--- config.mk ---
export PLATFORM = sky130hd
export DESIGN_NAME = trap_controller
export DESIGN_NICKNAME = d
export VERILOG_FILES = /design/src/rtl/trap_controller.sv
export SDC_FILE = /design/constraint.sdc
export NUM_CORES = 1
export LEC_CHECK = 0
export ABC_AREA = 1
export ABC_CLOCK_PERIOD_IN_PS = 1930
export CORE_AREA = 4 4 115 117
export CTS_CLUSTER_DIAMETER = 30
export DETAILED_ROUTE_END_ITERATION = 8
export DIE_AREA = 0 0 119 121
export PLACE_DENSITY = 0.92
export SETUP_SLACK_MARGIN = 0.15
export SLEW_MARGIN = 5
export SYNTH_ARGS = -nofsm -noshare
export SYNTH_HDL_FRONTEND = slang
export SYNTH_SLANG_ARGS = --single-unit
export TNS_END_PERCENT = 100
--- constraint.sdc ---
create_clock -name clk -period 1.93 [get_ports clk]
set_input_delay 0.4825 -clock clk [delete_from_list [all_inputs] [get_ports clk]]
set_output_delay 0.4825 -clock clk [all_outputs]
set_load 0.02 [all_outputs]
--- src/rtl/trap_controller.sv ---
// Trap sequencer: saves mepc/mcause/mtval through the CSR write port on an
// exception, reads mtvec (or mepc for MRET) and issues a one-cycle PC redirect.
module trap_controller #(
  parameter int unsigned XLEN = 32
) (
  input  logic            clk,
  input  logic            reset,
  input  logic            trapped,
  input  logic [1:0]      trap_status,
  input  logic [XLEN-1:0] pc,
  input  logic [XLEN-1:0] jump_target,
  input  logic [XLEN-1:0] csr_read_data,
  output logic [11:0]     csr_read_address,
  output logic            csr_write_enable,
  output logic [11:0]     csr_write_address,
  output logic [XLEN-1:0] csr_write_data,
  output logic            trap_stall,
  output logic            trap_redirect,
  output logic [XLEN-1:0] trap_target
);

  localparam int unsigned CSR_AW = 12;
  localparam logic [CSR_AW-1:0] ADDR_MTVEC  = CSR_AW'(12'h305);
  localparam logic [CSR_AW-1:0] ADDR_MEPC   = CSR_AW'(12'h341);
  localparam logic [CSR_AW-1:0] ADDR_MCAUSE = CSR_AW'(12'h342);
  localparam logic [CSR_AW-1:0] ADDR_MTVAL  = CSR_AW'(12'h343);

  localparam logic [1:0] KIND_ECALL  = 2'b00;
  localparam logic [1:0] KIND_EBREAK = 2'b01;
  localparam logic [1:0] KIND_MRET   = 2'b11;

  localparam logic [XLEN-1:0] CAUSE_ECALL  = XLEN'(11);
  localparam logic [XLEN-1:0] CAUSE_EBREAK = XLEN'(3);
  localparam logic [XLEN-1:0] CAUSE_MISAL  = XLEN'(0);
  localparam logic [XLEN-1:0] ALIGN_MASK   = ~XLEN'(3);

  typedef enum logic [2:0] {
    IDLE,
    WRITE_MEPC,
    WRITE_MCAUSE,
    WRITE_MTVAL,
    READ_VECTOR,
    READ_MEPC,
    REDIRECT
  } state_t;

  state_t          state;
  state_t          next_state;
  logic [XLEN-1:0] cap_pc;
  logic [XLEN-1:0] cap_jump_target;
  logic [1:0]      cap_status;
  logic            accept;

  assign accept = (state == IDLE) && trapped;

  // State register
  always_ff @(posedge clk) begin
    if (reset) state <= IDLE;
    else       state <= next_state;
  end

  // Trap context captured at acceptance
  always_ff @(posedge clk) begin
    if (reset) begin
      cap_pc          <= '0;
      cap_jump_target <= '0;
      cap_status      <= '0;
    end else if (accept) begin
      cap_pc          <= pc;
      cap_jump_target <= jump_target;
      cap_status      <= trap_status;
    end
  end

  // Redirect address, word-aligned; direct-mode vectoring only
  always_ff @(posedge clk) begin
    if (reset) begin
      trap_target <= '0;
    end else if ((state == READ_VECTOR) || (state == READ_MEPC)) begin
      trap_target <= csr_read_data & ALIGN_MASK;
    end
  end

  // Next-state logic
  always_comb begin
    next_state = state;
    unique case (state)
      IDLE: begin
        if (trapped) next_state = (trap_status == KIND_MRET) ? READ_MEPC : WRITE_MEPC;
      end
      WRITE_MEPC:   next_state = WRITE_MCAUSE;
      WRITE_MCAUSE: next_state = WRITE_MTVAL;
      WRITE_MTVAL:  next_state = READ_VECTOR;
      READ_VECTOR:  next_state = REDIRECT;
      READ_MEPC:    next_state = REDIRECT;
      REDIRECT:     next_state = IDLE;
      default:      next_state = IDLE;
    endcase
  end

  // Output decode; stall also rises in the accepting IDLE cycle
  always_comb begin
    csr_read_address  = '0;
    csr_write_enable  = 1'b0;
    csr_write_address = '0;
    csr_write_data    = '0;
    trap_redirect     = 1'b0;
    trap_stall        = (state != IDLE) || trapped;
    unique case (state)
      WRITE_MEPC: begin
        csr_write_enable  = 1'b1;
        csr_write_address = ADDR_MEPC;
        csr_write_data    = cap_pc;
      end
      WRITE_MCAUSE: begin
        csr_write_enable  = 1'b1;
        csr_write_address = ADDR_MCAUSE;
        case (cap_status)
          KIND_ECALL:  csr_write_data = CAUSE_ECALL;
          KIND_EBREAK: csr_write_data = CAUSE_EBREAK;
          default:     csr_write_data = CAUSE_MISAL;
        endcase
      end
      WRITE_MTVAL: begin
        csr_write_enable  = 1'b1;
        csr_write_address = ADDR_MTVAL;
        case (cap_status)
          KIND_ECALL:  csr_write_data = '0;
          KIND_EBREAK: csr_write_data = cap_pc;
          default:     csr_write_data = cap_jump_target;
        endcase
      end
      READ_VECTOR: csr_read_address = ADDR_MTVEC;
      READ_MEPC:   csr_read_address = ADDR_MEPC;
      REDIRECT:    trap_redirect = 1'b1;
      default: ;
    endcase
  end

endmodule
## Word-level counts from Yosys, hierarchy flattened

Cells that the tools add are included.

| word-level totals | value |
|---|---|
| register bits after elaboration | 99 |
| output and inout port bits | 91 |

| operators by class | value |
|---|---|
| muxes and demuxes | 10 |
| eq/ne operators | 9 |
| reductions and logical operators | 8 |

Operators by type and width:

| cell | number |
|---|---|
| $pmux 32 s3 | 1 |
| $pmux 32 s2 | 1 |
| $pmux 10 s3 | 1 |
| $pmux 10 s2 | 1 |
| $pmux 3 s5 | 1 |
| $eq 3x3->1 const B | 3 |
| $pmux 4 s2 | 1 |
| $eq 3x2->1 const B | 2 |
| $mux 3 | 2 |
| $eq 3x1->1 const B | 1 |
| $logic_not 3->1 | 1 |
| $reduce_bool 3->1 | 1 |
| $reduce_or 3->1 | 1 |
| $eq 2x1->1 const B | 1 |
| $eq 2x2->1 const B | 1 |
| $logic_not 2->1 | 1 |
| $logic_or 1x1->1 | 2 |
| $mux 1 | 2 |
| $ne 2x2->1 const B | 1 |
| $reduce_or 2->1 | 1 |
| $logic_and 1x1->1 | 1 |

## Longest topological paths before layout

| depth | value |
|---|---|
| depth in word-level cells | 4 |
| mapped depth | 8 |
| gate-level depth less buffers | 6 |

## Worst setup path after synthesis

Ideal clock, no wire load.

| timing path | value |
|---|---|
| kind | register to output |
| start | reg state[1] |
| end | out csr_write_address[6] |
| arrival time | 1657 ps |
| stages on the path, launching flop included | 6 |
| path slack | -209 ps |
| path through | dfxtp_1 buf_2 inv_2 buf_1 o21ai_0 buf_4 |

| on the way | value |
|---|---|
| longest elaborated chain between the ends | 2 |

Ends and longest elaborated chain:

| what | line | RTL |
|---|---|---|
| start, declared | 47 | `state_t state;` |
| start signal, assigned | 59 | `else state <= next_state;` |
| $eq 3x2->1 / $eq 3x1->1 (equally long branches) | 109 | `unique case (state)` |
| $pmux 10 s3 * | 109 |  |
| end, declared | 15 | `output logic [11:0] csr_write_address,` |

Every way passes the cells marked *; elsewhere a longest branch is shown, timed or not.

## Worst setup path in the final report

| timing path | value |
|---|---|
| start | reg cap_status[1] |
| end | out csr_write_data[18] |

| on the way | value |
|---|---|
| longest elaborated chain between the ends | 3 |

Ends and longest elaborated chain:

| what | line | RTL |
|---|---|---|
| start, declared | 51 | `logic [1:0] cap_status;` |
| start signal, assigned | 71 | `cap_status <= trap_status;` |
| $eq 2x1->1 / $logic_not 2->1 (equally long branches) | 127 | `case (cap_status)` |
| $pmux 32 s2 * | 127 |  |
| $pmux 32 s3 * | 109 |  |
| end, declared | 16 | `output logic [XLEN-1:0] csr_write_data,` |

Marked as above.

==> results.txt <==
The critical path start-end classification is reg2out. For this run, the top clock speed supported by timing is 504 MHz. The initialized floorplan defines between 40 and 50 standard-cell rows. The global routing usage summed across all routing layers is 23.2%. The clock network latency to the later pin of the worst-skew pair came out at roughly 0.35 ns.

The relative contribution of combinational cells to total power came out at between 40 and 50%. The final number of hold-violating endpoints is 0. The routed via count divided by cell count came out at 4.74. The max-slew violation count came out at 0.

The design draws between 0.008 and 0.009 W. The period utilization came out at 103%. The clock passes through at most 2 buffers. In this run the power density over the cells is 1010 nW/um2. Setup repair after global routing could not meet its margin everywhere. The min-delay analysis places its worst path in the category reg2reg. The post-CTS clock slew at the launch and capture registers of the worst setup and hold paths is 0.07 ns.

The clock share of power came out at between 20 and 25%. The last weighted congestion value of the routability-driven placer came out at between 0.8 and 0.9. The number of top-level pins came out at about 190. STA classifies the critical path startpoint as a flip-flop. Across the routed clock network, the largest skew measured is 0.00863 ns. The initial antenna violation count is 0. For this block, the routed nets add up to 17800 um of wire. The number of antenna repair diodes is 0.

Port buffering added 173 buffers. A synthesized cell averages 5.92 um2. The height of the die came out at 121 um. The number of fill cells is 994. Data on the critical path arrives at its endpoint at 1.50 ns. The effective utilization at floorplan is 44.7%. For this run, the number of Yosys warnings is 0. The highest ir drop seen on vdd is ~0.67 mV. The CTS tree is built. The final cell count without fillers is 1277. Once detail routing completed, the nets flagged for antenna violations numbered 0. For the finished layout, the period the worst path requires is 1.98 ns. The initial DRC count came out at 519. The cell count after synthesis came out at 932.

The share of layout cells above drive strength 1 is 17.5%. The first-pass GRT wire length is approximately 27000 um. The aggregate global routing overflow is 0. The die covers 14400 um2. Counting flops and latches in the post-synthesis netlist gives just under 100.

The number of distinct library cell variants in the gate-level netlist after synthesis is 20. The mapped netlist covers between 5000 and 6000 um2. The overall die width came out at between 100 and 150 um. The core outline area is 12400 um2. In this run the number of H-tree levels came out at 3.

The routed length per placed instance is 13.9 um. Entering global routing, the biggest net connects 53 pins. The number of placed instances, taps included, is 1249. The placed wire-length estimate after detailed placement came out at 11300 um.

The first detailed-routing pass took 8 iterations. In this run the static leakage power is 4.63 nW. The portion of total power attributed to sequential cells is 31.6%. The post-synthesis sequential area ratio came out at 35.9%. The number of global-route vias before repair came out at between 5000 and 6000. The checks that failed: negative setup slack. In the final design database the tool counted 1201 nets. STA classifies the critical path endpoint as a primary output. The root buffer cell is sky130_fd_sc_hd__clkbuf_16. Across the run, the number of max-cap violations was 0. The routed layout has 6052 vias.

The number of buffers created by CTS came out at 9. Compared with the post-synthesis result, the final layout area differs by 51.8%. The DRC violation count after routing is 0. The worst path required time came out at about 1.5 ns. The switching power total is roughly 0.0032 W. The switching fraction of total power came out at between 30% and 40%.

The design internal power is 0.00525 W. The run finished, with violations left. The worst-case setup margin in the final layout came out at -0.0546 ns. The setup-violating endpoint count in the final report came out at 20. The count of clock tree sinks is about 100. The maximum fanout along the worst path came out at 22.
## synthesized netlist by cell type
cell type,count,share of area [%]
sky130_fd_sc_hd__a21oi_1,1,0.091
sky130_fd_sc_hd__buf_1,16,1.1
sky130_fd_sc_hd__conb_1,1,0.068
sky130_fd_sc_hd__o21ai_0,56,5.1
sky130_fd_sc_hd__inv_1,197,13
sky130_fd_sc_hd__nor2_8,1,0.36
sky130_fd_sc_hd__nand2_1,267,18
sky130_fd_sc_hd__nor2_1,130,8.8
sky130_fd_sc_hd__nor2_2,1,0.11
sky130_fd_sc_hd__clkbuf_2,1,0.091
sky130_fd_sc_hd__nand4_1,67,7.6
sky130_fd_sc_hd__nor3_1,3,0.27
sky130_fd_sc_hd__buf_2,24,2.2
sky130_fd_sc_hd__clkbuf_1,15,1.0
sky130_fd_sc_hd__inv_2,12,0.82
sky130_fd_sc_hd__o21ai_1,4,0.36
sky130_fd_sc_hd__nand3_1,11,1.0
sky130_fd_sc_hd__buf_4,25,3.4
sky130_fd_sc_hd__nand3_2,1,0.18
sky130_fd_sc_hd__dfxtp_1,99,36
## worst paths after layout
path	slack, ns	startpoint	cells past startpoint	to
min	0.50	trap_target[7]$_SDFFE_PP0P_	2	trap_target[7]$_SDFFE_PP0P_
min reg2reg	0.50	trap_target[7]$_SDFFE_PP0P_	2	trap_target[7]$_SDFFE_PP0P_
max	-0.05	cap_status[1]$_SDFFE_PP0P_	7	csr_write_data[18]
max reg2reg	0.26	state[0]$_SDFFE_PP0P_	9	cap_pc[17]$_SDFFE_PP0P_
## power groups by stage
stage / combinational, W / sequential, W / clock, W
floorplan: 0.00193 / 0.00276 / 0
finish: 0.00367 / 0.00267 / 0.00210
global route: 0.00404 / 0.00271 / 0.00220
CTS: 0.00341 / 0.00265 / 0.00211
global placement: 0.00318 / 0.00267 / 0
detailed placement: 0.00324 / 0.00269 / 0
## registers in the layout, indices dropped and copies added, names as in the netlist
signal and flops:
cap_status 2, cap_jump_target 32, trap_target 30, state 3, cap_pc 32
## cell families after synthesis
| kind of cell | share of synthesized area, % |
|---|---|
| AO/OA/AOI/OAI | 5.53 |
| buffers and inverters | 22.0 |
| AND/OR/NAND/NOR | 36.5 |
| flip-flops | 35.9 |
| other | 0.0679 |
## layer usage
layer / vias to the layer above / track usage, % / share of wire, %
met5: - / 0 / 0
met1: 2685 / 26.7 / 39
met2: 270 / 40.0 / 48
li1: 3062 / - / -
met3: 35 / 8.07 / 11
met4: 0 / 8.11 / 2.2
## critical path, stage by stage (launching register included)
cell	delay (ns)
sky130_fd_sc_hd__dfxtp_2	0.34
sky130_fd_sc_hd__inv_2	0.06
sky130_fd_sc_hd__nand2_2	0.06
sky130_fd_sc_hd__buf_12	0.16
sky130_fd_sc_hd__o21ai_0	0.24
sky130_fd_sc_hd__nand2_2	0.09
sky130_fd_sc_hd__nand2_2	0.08
sky130_fd_sc_hd__buf_6	0.11
## through the flow
step / TNS [ns] / util [%] / worst slack, ns / hold slack [ns] / area [um2]
6_report: -0.358 / 67.8 / -0.0546 / 0.504 / 8380
5_1_grt: -1.94 / 67.8 / -0.121 / 0.538 / 8380
4_1_cts: -0.407 / 65.2 / -0.0324 / 0.504 / 8060
3_5_place_dp: -4.22 / 60.6 / -0.164 / 0.493 / 7490
3_3_place_gp: -4.03 / 60.6 / -0.150 / 0.482 / 7490
2_1_floorplan: 0 / - / 0.197 / 0.486 / 5580
## cell type report
cell class | count | area (um2) | share of cell area, %
Clock buffer | 10 | 229 | 2.73
Clock inverter | 6 | 111 | 1.33
Inverter | 209 | 790 | 9.42
Multi-Input combinational cell | 558 | 2660 | 31.7
Sequential cell | 99 | 1990 | 23.8
Tap cell | 172 | 215 | 2.57
Timing Repair Buffer | 223 | 2380 | 28.4
## layout by cell type (no fill, tap or decap), drive strengths merged
| cell type | synthesis | final |
|---|---|---|
| nand2 | 267 | 267 |
| inv | 209 | 209 |
| nor2 | 132 | 132 |
| dfxtp | 99 | 99 |
| clkdlybuf4s50 | 0 | 97 |
| buf | 65 | 93 |
| nand4 | 67 | 67 |
| o21ai | 60 | 60 |
| dlygate4sd2 | 0 | 29 |
| conb | 1 | 16 |
| clkbuf | 16 | 13 |
| nand3 | 12 | 12 |
| bufinv | 0 | 3 |
| nor3 | 3 | 3 |
| clkinv | 0 | 2 |
| a21oi | 1 | 1 |
| clkinvlp | 0 | 1 |
| dlymetal6s2s | 0 | 1 |
## repair_timing
| item | 4_1_cts | 5_1_grt |
|---|---|---|
| cloned | 2 | 3 |
| pin swaps | 13 | 27 |
| hold buffers | 0 | 0 |
| setup endpoints to repair | 74 | 104 |
| gates resized for setup | 348 | 78 |
| buffers inserted | 7 | 0 |
(Power assumes the default switching activity.)
